===== src/rtl/dm_access_ctrl_if.sv =====
// Data-memory bus port between the MEM-stage access sequencer (master) and memory (slave).
// Request side is registered by the master; bus_rdata is valid in the cycle bus_ack is high.
interface dm_access_ctrl_if;
    logic        bus_req;
    logic        bus_we;
    logic [3:0]  bus_web;
    logic [31:0] bus_addr;
    logic [31:0] bus_wdata;
    logic        bus_ack;
    logic [31:0] bus_rdata;

    modport master (
        output bus_req,
        output bus_we,
        output bus_web,
        output bus_addr,
        output bus_wdata,
        input  bus_ack,
        input  bus_rdata
    );

    modport slave (
        input  bus_req,
        input  bus_we,
        input  bus_web,
        input  bus_addr,
        input  bus_wdata,
        output bus_ack,
        output bus_rdata
    );
endinterface


===== src/rtl/dm_access_ctrl.sv =====
// MEM-stage data-memory access sequencer: issues one load/store per request, stalls the
// pipeline until ack or timeout, and holds the extended load result while other stalls persist.
module dm_access_ctrl #(
    parameter int unsigned TIMEOUT = 255,
    parameter int unsigned CNT_W   = 16
) (
    input  logic                     clk,
    input  logic                     reset,
    input  logic                     mem_read_i,
    input  logic                     mem_write_i,
    input  logic [3:0]               mem_web_i,
    input  logic [31:0]              mem_addr_i,
    input  logic [31:0]              mem_wdata_i,
    input  logic [2:0]               mem_funct3_i,
    input  logic                     other_stall_i,
    input  logic                     flush_i,
    dm_access_ctrl_if.master         bus,
    output logic                     dm_stall_o,
    output logic [31:0]              load_data_o,
    output logic                     load_valid_o,
    output logic                     bus_err_o
);

    typedef enum logic [1:0] {StIdle, StBusy, StDone} state_e;

    state_e      state_q, state_d;
    logic        bus_req_q, bus_req_d;
    logic        bus_we_q, bus_we_d;
    logic [3:0]  bus_web_q, bus_web_d;
    logic [31:0] bus_addr_q, bus_addr_d;
    logic [31:0] bus_wdata_q, bus_wdata_d;
    logic [2:0]  funct3_q, funct3_d;
    logic [31:0] load_data_q, load_data_d;
    logic        load_valid_q, load_valid_d;
    logic        bus_err_q, bus_err_d;
    logic [CNT_W-1:0] cnt_q, cnt_d;
    logic        discard_q, discard_d;

    logic [CNT_W-1:0] cnt_inc;
    logic             request;
    logic             drop;

    function automatic logic [31:0] extract(input logic [31:0] w, input logic [1:0] off,
                                            input logic [2:0] f3);
        logic [31:0] sh;
        logic [7:0]  b;
        logic [15:0] h;
        sh = w >> {off, 3'b000};
        b  = sh[7:0];
        h  = off[1] ? w[31:16] : w[15:0];
        case (f3)
            3'b000:  extract = {{24{b[7]}}, b};
            3'b001:  extract = {{16{h[15]}}, h};
            3'b100:  extract = {24'h0, b};
            3'b101:  extract = {16'h0, h};
            default: extract = w;
        endcase
    endfunction

    assign cnt_inc = cnt_q + CNT_W'(1);
    assign request = (mem_read_i | mem_write_i) & ~flush_i;
    // A flush arriving together with the ack/timeout still discards the result.
    assign drop    = discard_q | flush_i;

    always_comb begin
        state_d      = state_q;
        bus_req_d    = bus_req_q;
        bus_we_d     = bus_we_q;
        bus_web_d    = bus_web_q;
        bus_addr_d   = bus_addr_q;
        bus_wdata_d  = bus_wdata_q;
        funct3_d     = funct3_q;
        load_data_d  = load_data_q;
        load_valid_d = load_valid_q;
        bus_err_d    = 1'b0;
        cnt_d        = cnt_q;
        discard_d    = discard_q;
        dm_stall_o   = 1'b0;

        unique case (state_q)
            StIdle: begin
                discard_d  = 1'b0;
                dm_stall_o = request;
                if (request) begin
                    bus_req_d    = 1'b1;
                    bus_we_d     = mem_write_i;
                    bus_web_d    = mem_write_i ? mem_web_i : 4'hf;
                    bus_addr_d   = mem_addr_i;
                    bus_wdata_d  = mem_wdata_i;
                    funct3_d     = mem_funct3_i;
                    load_valid_d = 1'b0;
                    cnt_d        = '0;
                    state_d      = StBusy;
                end
            end
            StBusy: begin
                dm_stall_o = 1'b1;
                if (flush_i) discard_d = 1'b1;
                if (bus.bus_ack) begin
                    bus_req_d = 1'b0;
                    if (drop) begin
                        load_valid_d = 1'b0;
                        discard_d    = 1'b0;
                        state_d      = StIdle;
                    end else begin
                        if (!bus_we_q) begin
                            load_data_d  = extract(bus.bus_rdata, bus_addr_q[1:0], funct3_q);
                            load_valid_d = 1'b1;
                        end else begin
                            load_valid_d = 1'b0;
                        end
                        state_d = StDone;
                    end
                end else begin
                    cnt_d = cnt_inc;
                    if (cnt_inc == CNT_W'(TIMEOUT)) begin
                        bus_req_d    = 1'b0;
                        bus_err_d    = 1'b1;
                        load_data_d  = '0;
                        load_valid_d = 1'b0;
                        discard_d    = 1'b0;
                        state_d      = drop ? StIdle : StDone;
                    end
                end
            end
            StDone: begin
                if (flush_i || !other_stall_i) begin
                    load_valid_d = 1'b0;
                    state_d      = StIdle;
                end
            end
            default: state_d = StIdle;
        endcase
    end

    always_ff @(posedge clk or posedge reset) begin
        if (reset) begin
            state_q      <= StIdle;
            bus_req_q    <= 1'b0;
            bus_we_q     <= 1'b0;
            bus_web_q    <= 4'hf;
            bus_addr_q   <= '0;
            bus_wdata_q  <= '0;
            funct3_q     <= '0;
            load_data_q  <= '0;
            load_valid_q <= 1'b0;
            bus_err_q    <= 1'b0;
            cnt_q        <= '0;
            discard_q    <= 1'b0;
        end else begin
            state_q      <= state_d;
            bus_req_q    <= bus_req_d;
            bus_we_q     <= bus_we_d;
            bus_web_q    <= bus_web_d;
            bus_addr_q   <= bus_addr_d;
            bus_wdata_q  <= bus_wdata_d;
            funct3_q     <= funct3_d;
            load_data_q  <= load_data_d;
            load_valid_q <= load_valid_d;
            bus_err_q    <= bus_err_d;
            cnt_q        <= cnt_d;
            discard_q    <= discard_d;
        end
    end

    assign bus.bus_req   = bus_req_q;
    assign bus.bus_we    = bus_we_q;
    assign bus.bus_web   = bus_web_q;
    assign bus.bus_addr  = bus_addr_q;
    assign bus.bus_wdata = bus_wdata_q;
    assign load_data_o   = load_data_q;
    assign load_valid_o  = load_valid_q;
    assign bus_err_o     = bus_err_q;

endmodule


===== src/flat_wrapper.sv =====
// flat-port wrapper written by rule: the top's interface ports become plain ports
module dm_access_ctrl_flat 
#(
    parameter int unsigned TIMEOUT = 255,
    parameter int unsigned CNT_W   = 16
)
  (clk, reset, mem_read_i, mem_write_i, mem_web_i, mem_addr_i, mem_wdata_i, mem_funct3_i, other_stall_i, flush_i, dm_stall_o, load_data_o, load_valid_o, bus_err_o, bus_bus_req, bus_bus_we, bus_bus_web, bus_bus_addr, bus_bus_wdata, bus_bus_ack, bus_bus_rdata);
  dm_access_ctrl_if bus_i ();
  input  logic clk;
  input  logic reset;
  input  logic mem_read_i;
  input  logic mem_write_i;
  input  logic [3:0] mem_web_i;
  input  logic [31:0] mem_addr_i;
  input  logic [31:0] mem_wdata_i;
  input  logic [2:0] mem_funct3_i;
  input  logic other_stall_i;
  input  logic flush_i;
  output logic dm_stall_o;
  output logic [31:0] load_data_o;
  output logic load_valid_o;
  output logic bus_err_o;
  output wire logic [$bits(bus_i.bus_req)-1:0] bus_bus_req;
  output wire logic [$bits(bus_i.bus_we)-1:0] bus_bus_we;
  output wire logic [$bits(bus_i.bus_web)-1:0] bus_bus_web;
  output wire logic [$bits(bus_i.bus_addr)-1:0] bus_bus_addr;
  output wire logic [$bits(bus_i.bus_wdata)-1:0] bus_bus_wdata;
  input wire logic [$bits(bus_i.bus_ack)-1:0] bus_bus_ack;
  input wire logic [$bits(bus_i.bus_rdata)-1:0] bus_bus_rdata;
  assign bus_bus_req = bus_i.bus_req;
  assign bus_bus_we = bus_i.bus_we;
  assign bus_bus_web = bus_i.bus_web;
  assign bus_bus_addr = bus_i.bus_addr;
  assign bus_bus_wdata = bus_i.bus_wdata;
  assign bus_i.bus_ack = bus_bus_ack;
  assign bus_i.bus_rdata = bus_bus_rdata;
  dm_access_ctrl #(.TIMEOUT(TIMEOUT), .CNT_W(CNT_W)) u_core (.clk(clk), .reset(reset), .mem_read_i(mem_read_i), .mem_write_i(mem_write_i), .mem_web_i(mem_web_i), .mem_addr_i(mem_addr_i), .mem_wdata_i(mem_wdata_i), .mem_funct3_i(mem_funct3_i), .other_stall_i(other_stall_i), .flush_i(flush_i), .bus(bus_i), .dm_stall_o(dm_stall_o), .load_data_o(load_data_o), .load_valid_o(load_valid_o), .bus_err_o(bus_err_o));
endmodule

===== config.mk =====
export PLATFORM = sky130hd
export DESIGN_NAME = dm_access_ctrl_flat
export DESIGN_NICKNAME = d
export VERILOG_FILES = /design/src/rtl/dm_access_ctrl_if.sv /design/src/rtl/dm_access_ctrl.sv /design/src/flat_wrapper.sv
export SDC_FILE = /design/constraint.sdc
export NUM_CORES = 1
export LEC_CHECK = 0
export CORE_MARGIN = 2
export CORE_UTILIZATION = 65
export DETAILED_ROUTE_END_ITERATION = 16
export DONT_BUFFER_PORTS = 1
export PLACE_DENSITY = 0.89
export SYNTH_ARGS = -nofsm -noshare
export SYNTH_HDL_FRONTEND = slang
export SYNTH_SLANG_ARGS = --single-unit

===== constraint.sdc =====
create_clock -name clk -period 9.1 [get_ports clk]
set_clock_uncertainty 0.05 [all_clocks]
set_input_delay 1.82 -clock clk [delete_from_list [all_inputs] [get_ports clk]]
set_output_delay 1.82 -clock clk [all_outputs]
set_load 0.01 [all_outputs]

======== After elaboration in Yosys (flattened, before gate mapping) ========
Index checks and enable logic that the tools add are counted.
word-level totals
  register bits after elaboration ......... 126
  input port bits ......................... 110
  output and inout port bits .............. 105
operators by class
  add/subtract/negate cells ............... 1
  eq/ne operators ......................... 12
  shift-type cells ........................ 1
  multiplexer cells ....................... 35
  bitwise operators ....................... 4
  reductions and logical operators ........ 13
operators by type and width
  kind                   count
  $mux 32                4
  $pmux 32 s4            1
  $mux 16                3
  $pmux 16 s2            1
  $shr 32x5->8           1
  $add 16x1->16 const B  1
  $eq 16x8->1 const B    1
  $mux 1                 15
  $mux 2                 5
  $reduce_and 3->1       3
  $reduce_and 4->1       2
  $eq 3x3->1 const B     2
  $ne 2x2->1 const B     3
  $pmux 1 s2             3
  $pmux 2 s3             1
  $mux 4                 1
  $ne 2x1->1 const B     2
  $reduce_bool 2->1      2
  $eq 3x1->1 const B     1
  $logic_not 3->1        1
  $ne 3x2->1 const B     1
  $pmux 1 s3             1
  $reduce_bool 3->1      1
  $eq 2x1->1 const B     1
  other kinds (8)        9

======== Depth between registers and ports, before layout ========
Gate-level depths: netlist (run 1).
  depth in word-level cells ............... 5
  depth in mapped cells ................... 8
  gate-level depth less buffers ........... 7

======== Least setup slack after synthesis (run 1) ========
No wires, ideal clock.
  kind .................................... input-to-output
  start point ............................. input port flush_i
  end point ............................... output port dm_stall_o
  arrival time ............................ 2.229 ns
  path slack .............................. 5.001 ns
  cell stages on the path ................. 2
  path buffers ............................ 0
  path through ............................ o21bai_1 > a21oi_1
on the way
  longest elaborated chain between the ends .. 3
RTL lines
  element      line                  source
  from (decl)  flat_wrapper.sv:18    input logic flush_i;
  $not 1->1    dm_access_ctrl.sv:61  assign request = (mem_read_i | mem_write_i) & ~flush_i;
  $and 1x1->1  dm_access_ctrl.sv:61
  $pmux 1 s2   dm_access_ctrl.sv:80  unique case (state_q)
  to (decl)    flat_wrapper.sv:19    output logic dm_stall_o;
No other way between the ends.

======== Final worst setup path (run 1) ========
Same ends and word-level chain as after synthesis.

==> results_dict.tcl, run 1 <==
set metrics [dict create \
    fmax_ghz 0.2401 \
    grt_pass1_vias 4212 \
    die_w_um 98.44 \
    drive_gt1_share_pct 25.00 \
    dieArea_sq_mm 0.009689 \
    cts_hold_buf 0 \
    r2r_start "u_core.cnt_q[0]$_DFFE_PP0P_" \
    synth_top_flop_cell "dfrtp_1" \
    syn_nets 605 \
    fin_crit_sh_pct 45.77 \
    wire_per_inst_um 22.36 \
    cts.sinks 126 \
    clk_pin_slew_ns 0.06 \
    num_antenna_cells 0 \
    reg2reg_to "u_core.load_data_o[15]$_DFFE_PP0P_" \
    yosys-top-cells-count "122 x dfrtp_1, 72 x mux2_2, 46 x o21ai_0, 26 x a21oi_1, 25 x inv_1" \
    synth_top_cell_by_area "dfrtp_1" \
    status "finished, final reports clean" \
    path_depth 2 \
    yosys_warnings 0 \
    start_kind "primary input" \
    post_cts_buffers 0 \
    reg2reg_slack_ns 5.84 \
    viasPerCell 6.561 \
    final_nets 595 \
    async_flop_share_pct 100.0 \
    numCtsBuffers 17 \
    synthToLayoutAreaGrowth_pct 11.14 \
    drt-pass1-iter-count 5 \
    slew_headroom_pct 18.71 \
    hp-class "reg -> reg" \
    ios 215 \
    synth_seq_cells 126 \
    synth_edf_count 0 \
    crit_type "in -> out" \
    setup_tns_ns 0 \
    clock-root-buffer "clkbuf_8" \
    io_buffers 0 \
    dpl.hpwl_um 9219 \
    clock_latency_ns 0.52 \
    start_util_pct 66.80 \
    finalWeightedCongestion 0.8797 \
    crit_path_cell_trace "o21bai_1 -> a21oi_1" \
    routed_wl_um 13500 \
    worstSetupEndpointType "output pin" \
    postRouteAntennaNets 0 \
    row_count 34 \
    core_sq_mm 0.008678 \
    min_from "u_core.bus.bus_web[2]$_DFFE_PP1P_" \
    crit_path_max_fanout 5 \
    finalHoldViolCount 0 \
    cap_viol_max_count 0 \
    yosysMostFrequentCell "dfrtp_1" \
    min_period_ns 4.165 \
    worstHoldEndpoint "u_core.bus.bus_web[2]$_DFFE_PP1P_" \
    drv_slew 0 \
    groute.usage.overall_pct 28.52 \
    grt_pass1_wl_um 21490 \
    cts_resized 0 \
    htree_levels 4 \
    synthCells 493 \
    power_density_mw_per_mm2 353.9 \
    required_ns 7.23 \
    worst-path-buf-inv 0 \
    die_h_um 98.44 \
    finalInstanceArea_sq_mm 0.006442 \
    max_stage_delay_ns 0.32 \
    holdPathStages 2 \
    rsz0062_at_grt "false" \
    vias 3963 \
    ys_seq_area_share_pct 54.48 \
    synth_area_leaders "dfrtp_1 53%, mux2_2 14%, mux2i_1 4.0%" \
    placed_cell_area_sq_mm 0.005819 \
    critPathSlowestCell "a21oi_1" \
    post_synth.cell_area_avg_sq_um 11.76 \
    setup_viol 0 \
    power.leakage_nw 2.706 \
    arrival_ns 2.29 \
    crit_family "compound AO/OA/AOI/OAI gates" \
    syn-cell-area_sq_mm 0.005797 \
    synth_top_area_share_pct 52.67 \
    cts_tree "built" \
    drtIter0Drc 336 \
    ir_worst_vdd_mv 0.2249 \
    antenna_found_initial 0 \
    ys_types 46 \
    drc_errors 0 \
    r2r_cells 8 \
    cts_buffer_depth 2 \
    grt_start_max_net_pins 82 \
    worst-slew-pin-transition_ns 1.219 \
    grt-ovfl-total 0 \
]
report_power, final:
group	total, W	switching (W)	leakage (nW)	internal, W
Sequential	0.00111	0.000309	1.55	0.000797
Combinational	0.000460	0.000228	0.859	0.000233
Clock	0.000714	0.000264	0.297	0.000450
Total	0.00228	0.000800	2.71	0.00148
registers in the layout, indices dropped and copies added (netlist names):
signal	count
u_core.bus.bus_we	1
u_core.state_q	2
u_core.load_valid_o	1
u_core.bus.bus_addr	32
u_core.bus.bus_req	1
u_core.bus.bus_web	4
u_core.discard_q	1
u_core.cnt_q	16
u_core.bus_err_o	1
u_core.funct3_q	3
u_core.bus.bus_wdata	32
u_core.load_data_o	32
metrics by stage:
step / setup WS [ns] / total power, W / cells / util (%) / hold WS [ns]
6_report: 4.935 / 0.002280 / 604 / 74.24 / 0.4685
5_1_grt: 4.914 / 0.002394 / 604 / 74.24 / 0.4918
4_1_cts: 4.939 / 0.002283 / 604 / 74.24 / 0.4740
3_5_place_dp: 4.941 / 0.001564 / 572 / 67.06 / 0.4635
3_3_place_gp: 4.943 / 0.001525 / 572 / 67.06 / 0.4385
2_1_floorplan: 3.881 / 0.001424 / 493 / - / 0.4213
logic make-up after synthesis:
kind of cell / after synthesis / synth area share [%]
buf+inv: 57 / 4.014
mux: 109 / 20.87
xor+xnor: 7 / 1.058
simple gates: 83 / 7.382
flops: 126 / 54.48
compound gates: 109 / 11.76
fa+ha+maj: 2 / 0.4316
worst max path at each step:
stage                                         end     from  slack (ns)
5_1_grt                                dm_stall_o  flush_i        4.91
2_1_floorplan  u_core.bus.bus_addr[0]$_DFFE_PP0P_    reset        3.88
3_3_place_gp                           dm_stall_o  flush_i        4.94
6_report                               dm_stall_o  flush_i        4.94
3_5_place_dp                           dm_stall_o  flush_i        4.94
4_1_cts                                dm_stall_o  flush_i        4.94
placed cells by master, fill, tap and decap left out, drive strengths merged, types with 7 or more instances in the layout:
master  synthesis  final
nand2          19     19
dfrtp         122    122
nor2           18     18
o21ai          46     46
nand4           7      7
clkbuf         24     18
inv            26     31
a21oi          26     26
mux2           85     85
nand3          12     12
mux2i          23     23
o22ai           7      7
xnor2           7      7
final cells by class:
type / count / area [sq um]
repair buffers: 2 / 15.01
multi-input cells: 310 / 2411
flip-flops and latches: 126 / 3158
well taps: 108 / 135.1
clock buffers: 18 / 417.9
clock inverters: 14 / 205.2
inverters: 26 / 100.1
fillers: 568 / 2236
routing by layer:
layer  GRT usage [%]  part of all wire (%)  vias up
met4           11.70                   2.5        0
met3           10.00                   9.5       36
met1           34.98                    37     1930
li1                -                     -     1748
met5               0                     0        -
met2           46.52                    51      249
No activity file was read; power rests on OpenSTA's default activity.
==> inputs of run 2 (changes only) <==
- CORE_UTILIZATION: 65 -> 57
- PLACE_DENSITY: 0.89 -> 0.83
- clock period: 9.1 -> 3.8 ns (I/O delays scaled with it)
==> results_dict.tcl, run 2 (synthesis gave the netlist of run 1 again) <==
set metrics [dict create \
    holdPathStages 1 \
    grt-ovfl-total 0 \
    clock_latency_ns 0.52 \
    htree_levels 4 \
    viasPerCell 6.303 \
    ir_worst_vdd_mv 0.4517 \
    status "finished, final reports clean" \
    cts.sinks 126 \
    drt-pass1-iter-count 5 \
    core_sq_mm 0.009819 \
    row_count 36 \
    postRouteAntennaNets 0 \
    grt_start_max_net_pins 64 \
    worst-slew-pin-transition_ns 0.9008 \
    min_period_ns 3.045 \
    finalWeightedCongestion 0.8833 \
    power_density_mw_per_mm2 830.0 \
    setup_tns_ns 0 \
    rsz0062_at_grt "false" \
    drv_slew 0 \
    layout_commonest_cell "dfrtp_1" \
    hp-class "in -> reg" \
    wire_per_inst_um 21.45 \
    required_ns 4.15 \
    worstSetupEndpointType "flop" \
    die_h_um 104.8 \
    vias 3996 \
    antenna_found_initial 0 \
    setup_viol 0 \
    synthToLayoutAreaGrowth_pct 12.76 \
    layout_common_cells "122 x dfrtp_1, 72 x mux2_2, 46 x o21ai_0, 26 x a21oi_1, 24 x inv_1" \
    grt_pass1_vias 4171 \
    drc_errors 0 \
    io_buffers 0 \
    fmax_ghz 0.3284 \
    cts_buffer_depth 2 \
    groute.usage.overall_pct 24.86 \
    grt_pass1_wl_um 21350 \
    clk_pin_slew_ns 0.06 \
    finalHoldViolCount 0 \
    cts_resized 0 \
    post_cts_buffers 0 \
    clock-root-buffer "clkbuf_8" \
    die_w_um 104.8 \
    start_kind "flop" \
    crit_path_max_fanout 32 \
    slew_headroom_pct 39.95 \
    dieArea_sq_mm 0.01099 \
    num_antenna_cells 0 \
    holdWs_ns 0.3360 \
    crit_type "reg -> reg" \
    start_util_pct 59.03 \
    dpl.hpwl_um 9545 \
    cap_viol_max_count 0 \
    fin_crit_sh_pct 80.14 \
    r2r_cells 8 \
    drtIter0Drc 230 \
    arrival_ns 3.40 \
    cts_hold_buf 1 \
    power.leakage_nw 2.735 \
    final_nets 600 \
    ios 215 \
    drive_gt1_share_pct 25.75 \
    cts_tree "built" \
    numCtsBuffers 17 \
    routed_wl_um 13600 \
]
## run 2: worst max-delay path: stages, from the launching register on
cell	delay, ns
dfrtp_1	0.45
ha_1	0.29
nand3_2	0.18
or3_1	0.37
a2111oi_2	0.43
nand4_2	0.24
o31ai_4	0.27
buf_12	0.26
mux2_2	0.37
## run 2: worst paths after layout
kind	start	end	slack, ns
worst min-delay path	mem_wdata_i[24]	u_core.bus.bus_wdata[24]$_DFFE_PP0P_	0.34
max in group asynchronous	reset	u_core.cnt_q[11]$_DFFE_PP0P_	2.17
worst max register to register	u_core.cnt_q[0]$_DFFE_PP0P_	u_core.load_data_o[14]$_DFFE_PP0P_	0.75
worst max-delay path	u_core.cnt_q[0]$_DFFE_PP0P_	u_core.load_data_o[14]$_DFFE_PP0P_	0.75
min in group asynchronous	reset	u_core.bus.bus_wdata[8]$_DFFE_PP0P_	0.62
worst min register to register	u_core.bus.bus_web[0]$_DFFE_PP1P_	u_core.bus.bus_web[0]$_DFFE_PP1P_	0.46
## run 2: cell type report
cell class / count / area, sq um
fill: 759 / 3283
sequential: 126 / 3158
multi-input combinational: 310 / 2407
clock buffer: 21 / 469.2
tap: 133 / 166.4
clock inverter: 11 / 153.9
inverter: 26 / 101.3
timing repair buffer: 7 / 80.08
## run 2: where the power goes
group / internal [W] / switching, W / total [W] / leakage, nW
clock network: 0.00108 / 0.000610 / 0.00169 / 0.301
registers: 0.00191 / 0.000732 / 0.00264 / 1.55
logic: 0.000565 / 0.000535 / 0.00110 / 0.885
total: 0.00355 / 0.00188 / 0.00543 / 2.74
## run 2: routing by layer
metal,track usage [%],part of all wire [%],routed length (um)
met5,0,0,0
met4,10.10,1.8,248
met3,12.98,11,1560
met2,41.09,51,6874
met1,26.85,36,4914
## run 2: per-stage QoR
step | std cells | area, sq um | setup WS, ns | util [%] | total power (W)
floorplan | 493 | 5801 | 1.066 | - | 0.003411
global placement | 601 | 5903 | 0.9390 | 60.12 | 0.003658
detailed placement | 601 | 5903 | 0.7795 | 60.12 | 0.003743
CTS | 634 | 6536 | 0.7681 | 66.56 | 0.005447
global route | 634 | 6536 | 0.6113 | 66.56 | 0.005695
finish | 634 | 6536 | 0.7546 | 66.56 | 0.005425
